$ cat src/rtl/ixc_assign48_rr_arb.sv
// Round-robin arbiter feeding one registered 48-bit output stage (valid/ready).
// Define IXC_ASSIGN_ARB_LOCK_EN to add req_last and burst locking (ARB/LOCK FSM).
module ixc_assign48_rr_arb #(
  parameter int NREQ  = 4,
  parameter int WIDTH = 48,
  parameter int IDW   = 2
) (
  input  logic                  clk,
  input  logic                  rst_n,
  input  logic [NREQ-1:0]       req_valid,
  input  logic [NREQ*WIDTH-1:0] req_data,
  output logic [NREQ-1:0]       req_ready,
`ifdef IXC_ASSIGN_ARB_LOCK_EN
  input  logic [NREQ-1:0]       req_last,
`endif
  output logic                  out_valid,
  output logic [WIDTH-1:0]      out_data,
  output logic [IDW-1:0]        out_id,
  input  logic                  out_ready,
  output logic                  busy
);

  logic [IDW-1:0]   r_ptr;
  logic             r_out_valid;
  logic [WIDTH-1:0] r_out_data;
  logic [IDW-1:0]   r_out_id;

  logic [NREQ-1:0]  w_eligible;
  logic [NREQ-1:0]  w_grant;
  logic [IDW-1:0]   w_win_id;
  logic             w_found;
  logic             w_load;
  logic             w_ptr_upd;
  logic             w_locked;
  logic [IDW-1:0]   w_ptr_nxt;

`ifdef IXC_ASSIGN_ARB_LOCK_EN
  typedef enum logic {ARB, LOCK} state_t;

  state_t         r_state, w_state_nxt;
  logic [IDW-1:0] r_lock_id, w_lock_id_nxt;

  // Eligibility depends only on registered state, keeping grant/load loop-free.
  always_comb begin
    w_eligible = req_valid;
    if (r_state == LOCK)
      w_eligible = req_valid & (NREQ'(1) << r_lock_id);
  end

  always_comb begin
    w_state_nxt   = r_state;
    w_lock_id_nxt = r_lock_id;
    w_ptr_upd     = w_load & req_last[w_win_id];
    case (r_state)
      ARB: begin
        if (w_load && !req_last[w_win_id]) begin
          w_state_nxt   = LOCK;
          w_lock_id_nxt = w_win_id;
        end
      end
      LOCK: begin
        if (w_load && req_last[w_win_id])
          w_state_nxt = ARB;
      end
      default: w_state_nxt = ARB;
    endcase
  end

  always_ff @(posedge clk or negedge rst_n) begin
    if (!rst_n) begin
      r_state   <= ARB;
      r_lock_id <= '0;
    end else begin
      r_state   <= w_state_nxt;
      r_lock_id <= w_lock_id_nxt;
    end
  end

  assign w_locked = (r_state == LOCK);
`else
  assign w_eligible = req_valid;
  assign w_ptr_upd  = w_load;
  assign w_locked   = 1'b0;
`endif

  // First eligible requester scanning from r_ptr upward with wrap.
  always_comb begin
    int unsigned w_idx;
    w_idx    = 0;
    w_grant  = '0;
    w_win_id = '0;
    w_found  = 1'b0;
    for (int unsigned k = 0; k < NREQ; k++) begin
      w_idx = (int'(r_ptr) + k) % NREQ;
      if (!w_found && w_eligible[w_idx]) begin
        w_found         = 1'b1;
        w_grant[w_idx]  = 1'b1;
        w_win_id        = IDW'(w_idx);
      end
    end
  end

  assign w_load    = (!r_out_valid || out_ready) && w_found;
  assign w_ptr_nxt = (w_win_id == IDW'(NREQ - 1)) ? '0 : w_win_id + 1'b1;
  assign req_ready = w_grant & {NREQ{w_load & rst_n}};

  always_ff @(posedge clk or negedge rst_n) begin
    if (!rst_n) begin
      r_out_valid <= 1'b0;
      r_out_data  <= '0;
      r_out_id    <= '0;
      r_ptr       <= '0;
    end else if (w_load) begin
      r_out_valid <= 1'b1;
      r_out_data  <= req_data[w_win_id*WIDTH +: WIDTH];
      r_out_id    <= w_win_id;
      if (w_ptr_upd)
        r_ptr <= w_ptr_nxt;
    end else if (out_ready) begin
      r_out_valid <= 1'b0;
    end
  end

  assign out_valid = r_out_valid;
  assign out_data  = r_out_data;
  assign out_id    = r_out_id;
  assign busy      = r_out_valid | (|req_valid) | w_locked;

endmodule

$ cat config.mk
export PLATFORM = sky130hd
export DESIGN_NAME = ixc_assign48_rr_arb
export DESIGN_NICKNAME = d
export VERILOG_FILES = /design/src/rtl/ixc_assign48_rr_arb.sv
export SDC_FILE = /design/constraint.sdc
export NUM_CORES = 1
export LEC_CHECK = 0
export ABC_AREA = 1
export BUFFER_PORTS_ARGS = -buffer_cell sky130_fd_sc_hd__buf_2
export CAP_MARGIN = 20
export CORE_ASPECT_RATIO = 0.5
export CORE_UTILIZATION = 50
export CTS_BUF_LIST = sky130_fd_sc_hd__clkbuf_4
export DETAILED_ROUTE_END_ITERATION = 8
export GPL_TIMING_DRIVEN = 0
export PLACE_DENSITY = 0.89
export SLEW_MARGIN = 20
export SYNTH_ARGS = -nofsm -noshare
export SYNTH_HDL_FRONTEND = slang
export SYNTH_SLANG_ARGS = --single-unit
$ cat constraint.sdc
create_clock -name clk -period 4.5 [get_ports clk]
set_input_delay 0.675 -clock clk [delete_from_list [all_inputs] [get_ports clk]]
set_output_delay 0.675 -clock clk [all_outputs]
set_load 0.01 [all_outputs]
=== After elaboration in Yosys (flattened, before gate mapping) ===
Cells that the tools add are included.

* Flip-flop bits (word level): 53
* Input port bits: 199
* Output and inout bits: 56

* Add/subtract/negate cells: 4
* Multipliers: 1
* Magnitude comparators: 8
* Eq/ne operators: 1
* Shift-type cells: 1
* Muxes and demuxes: 31
* Bitwise gates (word level): 6
* Reductions and logical operators: 15

{| class="wikitable"
|+ Operators by type and width
! cell !! count
|-
| $shiftx A192 B9 Y48 || 1
|-
| $mux W4 || 4
|-
| $mux W1 || 14
|-
| $lt A2 B3 Y1 const B || 4
|-
| $or A4 B4 Y4 || 3
|-
| $mux W2 || 5
|-
| $bmux W1 S2 || 4
|-
| $demux W1 S2 || 4
|-
| $ge A2 B1 Y1 const B || 4
|-
| $logic_and A1 B1 Y1 || 8
|-
| $add A2 B1 Y2 const B || 2
|-
| $add A2 B2 Y2 const B || 2
|-
| $and A4 B4 Y4 || 1
|-
| $logic_not A1 Y1 || 4
|-
| $mul A2 B2 Y4 const B || 1
|-
| $reduce_or A4 Y1 || 1
|-
| $eq A2 B2 Y1 const B || 1
|-
| $reduce_bool A2 Y1 || 1
|-
| $and A1 B1 Y1 || 1
|-
| $logic_or A1 B1 Y1 || 1
|-
| $or A1 B1 Y1 || 1
|}

=== Longest topological paths before layout ===
* Word-level depth: 15
* Gate-level depth with buffers: 18
* Depth with buffers taken out: 14

=== Worst setup path after synthesis ===
No wires, ideal clock.

* Path type: register to output
* From: register r_ptr[0]
* To: output req_ready[3]
* Arrival time: 1.870 ns
* Slack: 1.955 ns
* Cell stages (with the launch flop): 13
* Cell sequence: dfrtp_1 buf_6 inv_4 buf_6 ha_1 inv_1 nand3_2 nand2_4 nor3_1 nand3_1 nand4_1 nand2_1 inv_1

* Longest elaborated chain between the ends: 15

{| class="wikitable"
|+ Ends and longest elaborated chain
! item !! RTL line !! RTL
|-
| start: declaration || 23 || <nowiki>logic [IDW-1:0] r_ptr;</nowiki>
|-
| start signal: assignment || 118 || <nowiki>r_ptr <= w_ptr_nxt;</nowiki>
|-
| parallel branches: the longest is 14 deep, another holds $lt A2 B3 Y1 || - ||
|-
| $and A4 B4 Y4 (*) || 105 || <nowiki>assign req_ready = w_grant & {NREQ{w_load & rst_n}};</nowiki>
|-
| end: declaration || 12 || <nowiki>output logic [NREQ-1:0] req_ready,</nowiki>
|}

Every way passes the cells marked *. The select of a mux whose other input is x is not followed.

=== Final worst setup path ===
Ends and elaborated chain as after synthesis.

==> metrics.yaml <==
finalSetupTns_ps: 0
io_buffer_count: 254
avgViaCountPerCell: 5.14
drtAntennaViolNets: 0
run_status: "finished, final reports clean"
drt-total-wl_um: 15100
maxCapViolCount: 0
cp-start-kind: "register"
drive_gt1_share_pct: 31.7
nFillCells: 800
relSlewSlack_pct: 44.2
yosysSeqAreaShare_pct: 29.1
wl_met1_um: 6320
period_needed_ps: 3350
worstPathMaxFanout: 12
yosysWarnings: 0
grt_max_degree: 55
routedWlPerCell_um: 13.7
grt_first_pass_wirelength_um: 24200
die_area_mm2: 0.00954
cellPowerDensity_mw_per_mm2: 860
cts_setup_buffers: 0
fin_skew_ps: 10.6
drv_slew: 0
vdd_drop_max_uv: 619
synth_area_mm2: 0.00456
cts_buffer_depth: 2
drt_iter0_drc: 493
clk_pin_slew_ps: 160
critPathLaunch: "r_ptr[0]"
crit_path_end_kind: "output pin"
ys_seq_elements: 53
worstPathRequired_ps: 3830
dr_wl_met2_um: 7320
worstSetupPathType: "register to output pin"
hold_viol: 0
area_growth_pct: 32.4
hp-class: "input pin to asynchronous set/reset pin"
cts_tree: "built"
cts_buffers: 5
gp_congestion: 0.939
rows: 24
leakagePower_uw: 0.00367
postCtsHoldBufs: 0
wl_met3_um: 1130
first_global_vias: 5350
diodes: 0
grt_setup_unrepaired: "false"
ios: 255
worst_slew_pin_slew_ps: 832
cp.arrival_ps: 2680
die_w_um: 137
globalRoute.totalOverflow: 0
antenna_found_initial: 0
dpl.hpwl_um: 11700
finalSetupViolCount: 0
final_util_pct: 68.9
drc: 0
initial_core_util_pct: 52.0
fp.dieH_um: 69.6
clock_latency_ps: 400
dr.pass1.iters: 5
syn_inst: 729
ys_types: 30
post-route-period-util_pct: 74.4
htree_levels: 2
core-area_mm2: 0.00877
root_buffer: "clkbuf_4"
post_cts_resized: 0
nNetsFinal: 1196
gr-usage-all-layers_pct: 32.0
syn_area_per_cell_um2: 6.26
vias: 5694
postSynthNetCount: 935
fmax_mhz: 299
timing.rr.start: "r_ptr[0]"
cts.sinks: 53
top_layer: "met4"
==> cell usage after synthesis, drive strengths merged <==
cell | count | area, um^2
or2 | 31 | 194
inv | 86 | 325
buf | 24 | 210
nor2 | 10 | 53.8
nor3 | 1 | 5.00
a22oi | 3 | 22.5
clkbuf | 21 | 80.1
nand3 | 120 | 616
o21bai | 1 | 7.51
ha | 7 | 87.6
o21ai | 4 | 23.8
nand3b | 36 | 270
dfrtp | 53 | 1330
nand4 | 21 | 131
nand2 | 308 | 1190
a21boi | 1 | 7.51
a21oi | 2 | 13.8
==> where the power goes <==
group,internal (uW),total [uW],switching [uW]
Sequential,736,885,148
Clock,61.5,236,175
Combinational,1490,4070,2580
Total,2290,5190,2900
==> critical path, stage by stage, from the launching register on <==
cell	delay, ps
dfrtp_1	470
buf_6	170
inv_4	40
buf_6	140
ha_1	400
inv_1	110
nand3_2	100
nand2_4	80
nor3_1	290
nand3_1	130
nand4_1	110
nand2_1	60
inv_1	50
buf_2	120
==> layer usage <==
metal  global-route usage (%)  vias up
met5                        0        -
met2                     55.2      284
met3                     5.56       47
met4                     9.28        0
li1                         -     2806
met1                     41.0     2557
==> logic make-up (layout without fill, tap and decap cells) <==
logic type / count (synthesis) / count (layout) / share of synthesized area, %
buffers and inverters: 131 / 393 / 13.5
adder cells (fa/ha/maj): 7 / 7 / 1.92
AO/OA/AOI/OAI: 11 / 11 / 1.65
AND/OR/NAND/NOR: 527 / 527 / 53.9
flip-flops: 53 / 53 / 29.1
==> layout make-up <==
type	instances	area [um^2]	share of cell area (%)
multi-input cells	545	2620	43.4
flip-flops and latches	53	1330	22.0
repair buffers	254	1270	21.1
inverters	86	325	5.39
plain buffers	45	290	4.81
well taps	117	146	2.42
clock buffers	5	37.5	0.621
clock inverters	3	20.0	0.331
==> sequential cells by signal, indices dropped and copies added, names as in the netlist <==
name and flops:
out_data 48, out_id 2, out_valid 1, r_ptr 2
==> stage by stage <==
stage | hold slack [ps] | power (uW) | instances | worst slack [ps] | area, um^2
2_1_floorplan | 379 | 3770 | 729 | 1960 | 4560
3_3_place_gp | 458 | 4800 | 1100 | 1550 | 5980
3_5_place_dp | 460 | 4910 | 1100 | 1650 | 5980
4_1_cts | 325 | 5150 | 1108 | 1190 | 6040
5_1_grt | 329 | 5710 | 1108 | 945 | 6040
6_report | 290 | 5190 | 1108 | 1150 | 6040
==> placed cells by master (no fill, tap or decap) <==
cell / synthesis / layout
a21oi_1: 1 / 1
inv_4: 1 / 1
inv_2: 3 / 3
dfrtp_1: 53 / 53
a21boi_0: 1 / 1
nor3_1: 1 / 1
nor2_8: 1 / 1
a22oi_1: 3 / 3
clkbuf_1: 20 / 20
inv_1: 82 / 82
clkinv_1: 0 / 1
nand2_1: 301 / 301
inv_6: 0 / 1
o21bai_1: 1 / 1
nand3_2: 3 / 3
or2_2: 11 / 11
nand4_1: 21 / 21
o21ai_1: 1 / 1
clkbuf_4: 0 / 5
nand2_2: 4 / 4
buf_4: 6 / 7
clkbuf_2: 1 / 1
a21oi_2: 1 / 1
nand3_1: 117 / 117
ha_1: 7 / 7
nand3b_1: 36 / 36
o21ai_0: 2 / 2
buf_2: 6 / 259
nor2_1: 9 / 9
buf_6: 12 / 12
or2_0: 20 / 20
clkinvlp_4: 0 / 1
o21ai_2: 1 / 1
nand2_4: 3 / 3
==> path summary, 6_finish.rpt <==
check / endpoint / slack [ps] / cells after the start
hold / removal: out_data[40] / 290 / 1
max in group asynchronous: out_data[34] / 3740 / 1
setup reg to reg: r_ptr[1] / 1630 / 16
setup / recovery: req_ready[3] / 1150 / 13
min in group clk: out_valid / 460 / 2
hold reg to reg: out_data[46] / 500 / 2
Note: power is estimated with default switching activity, not from simulation.
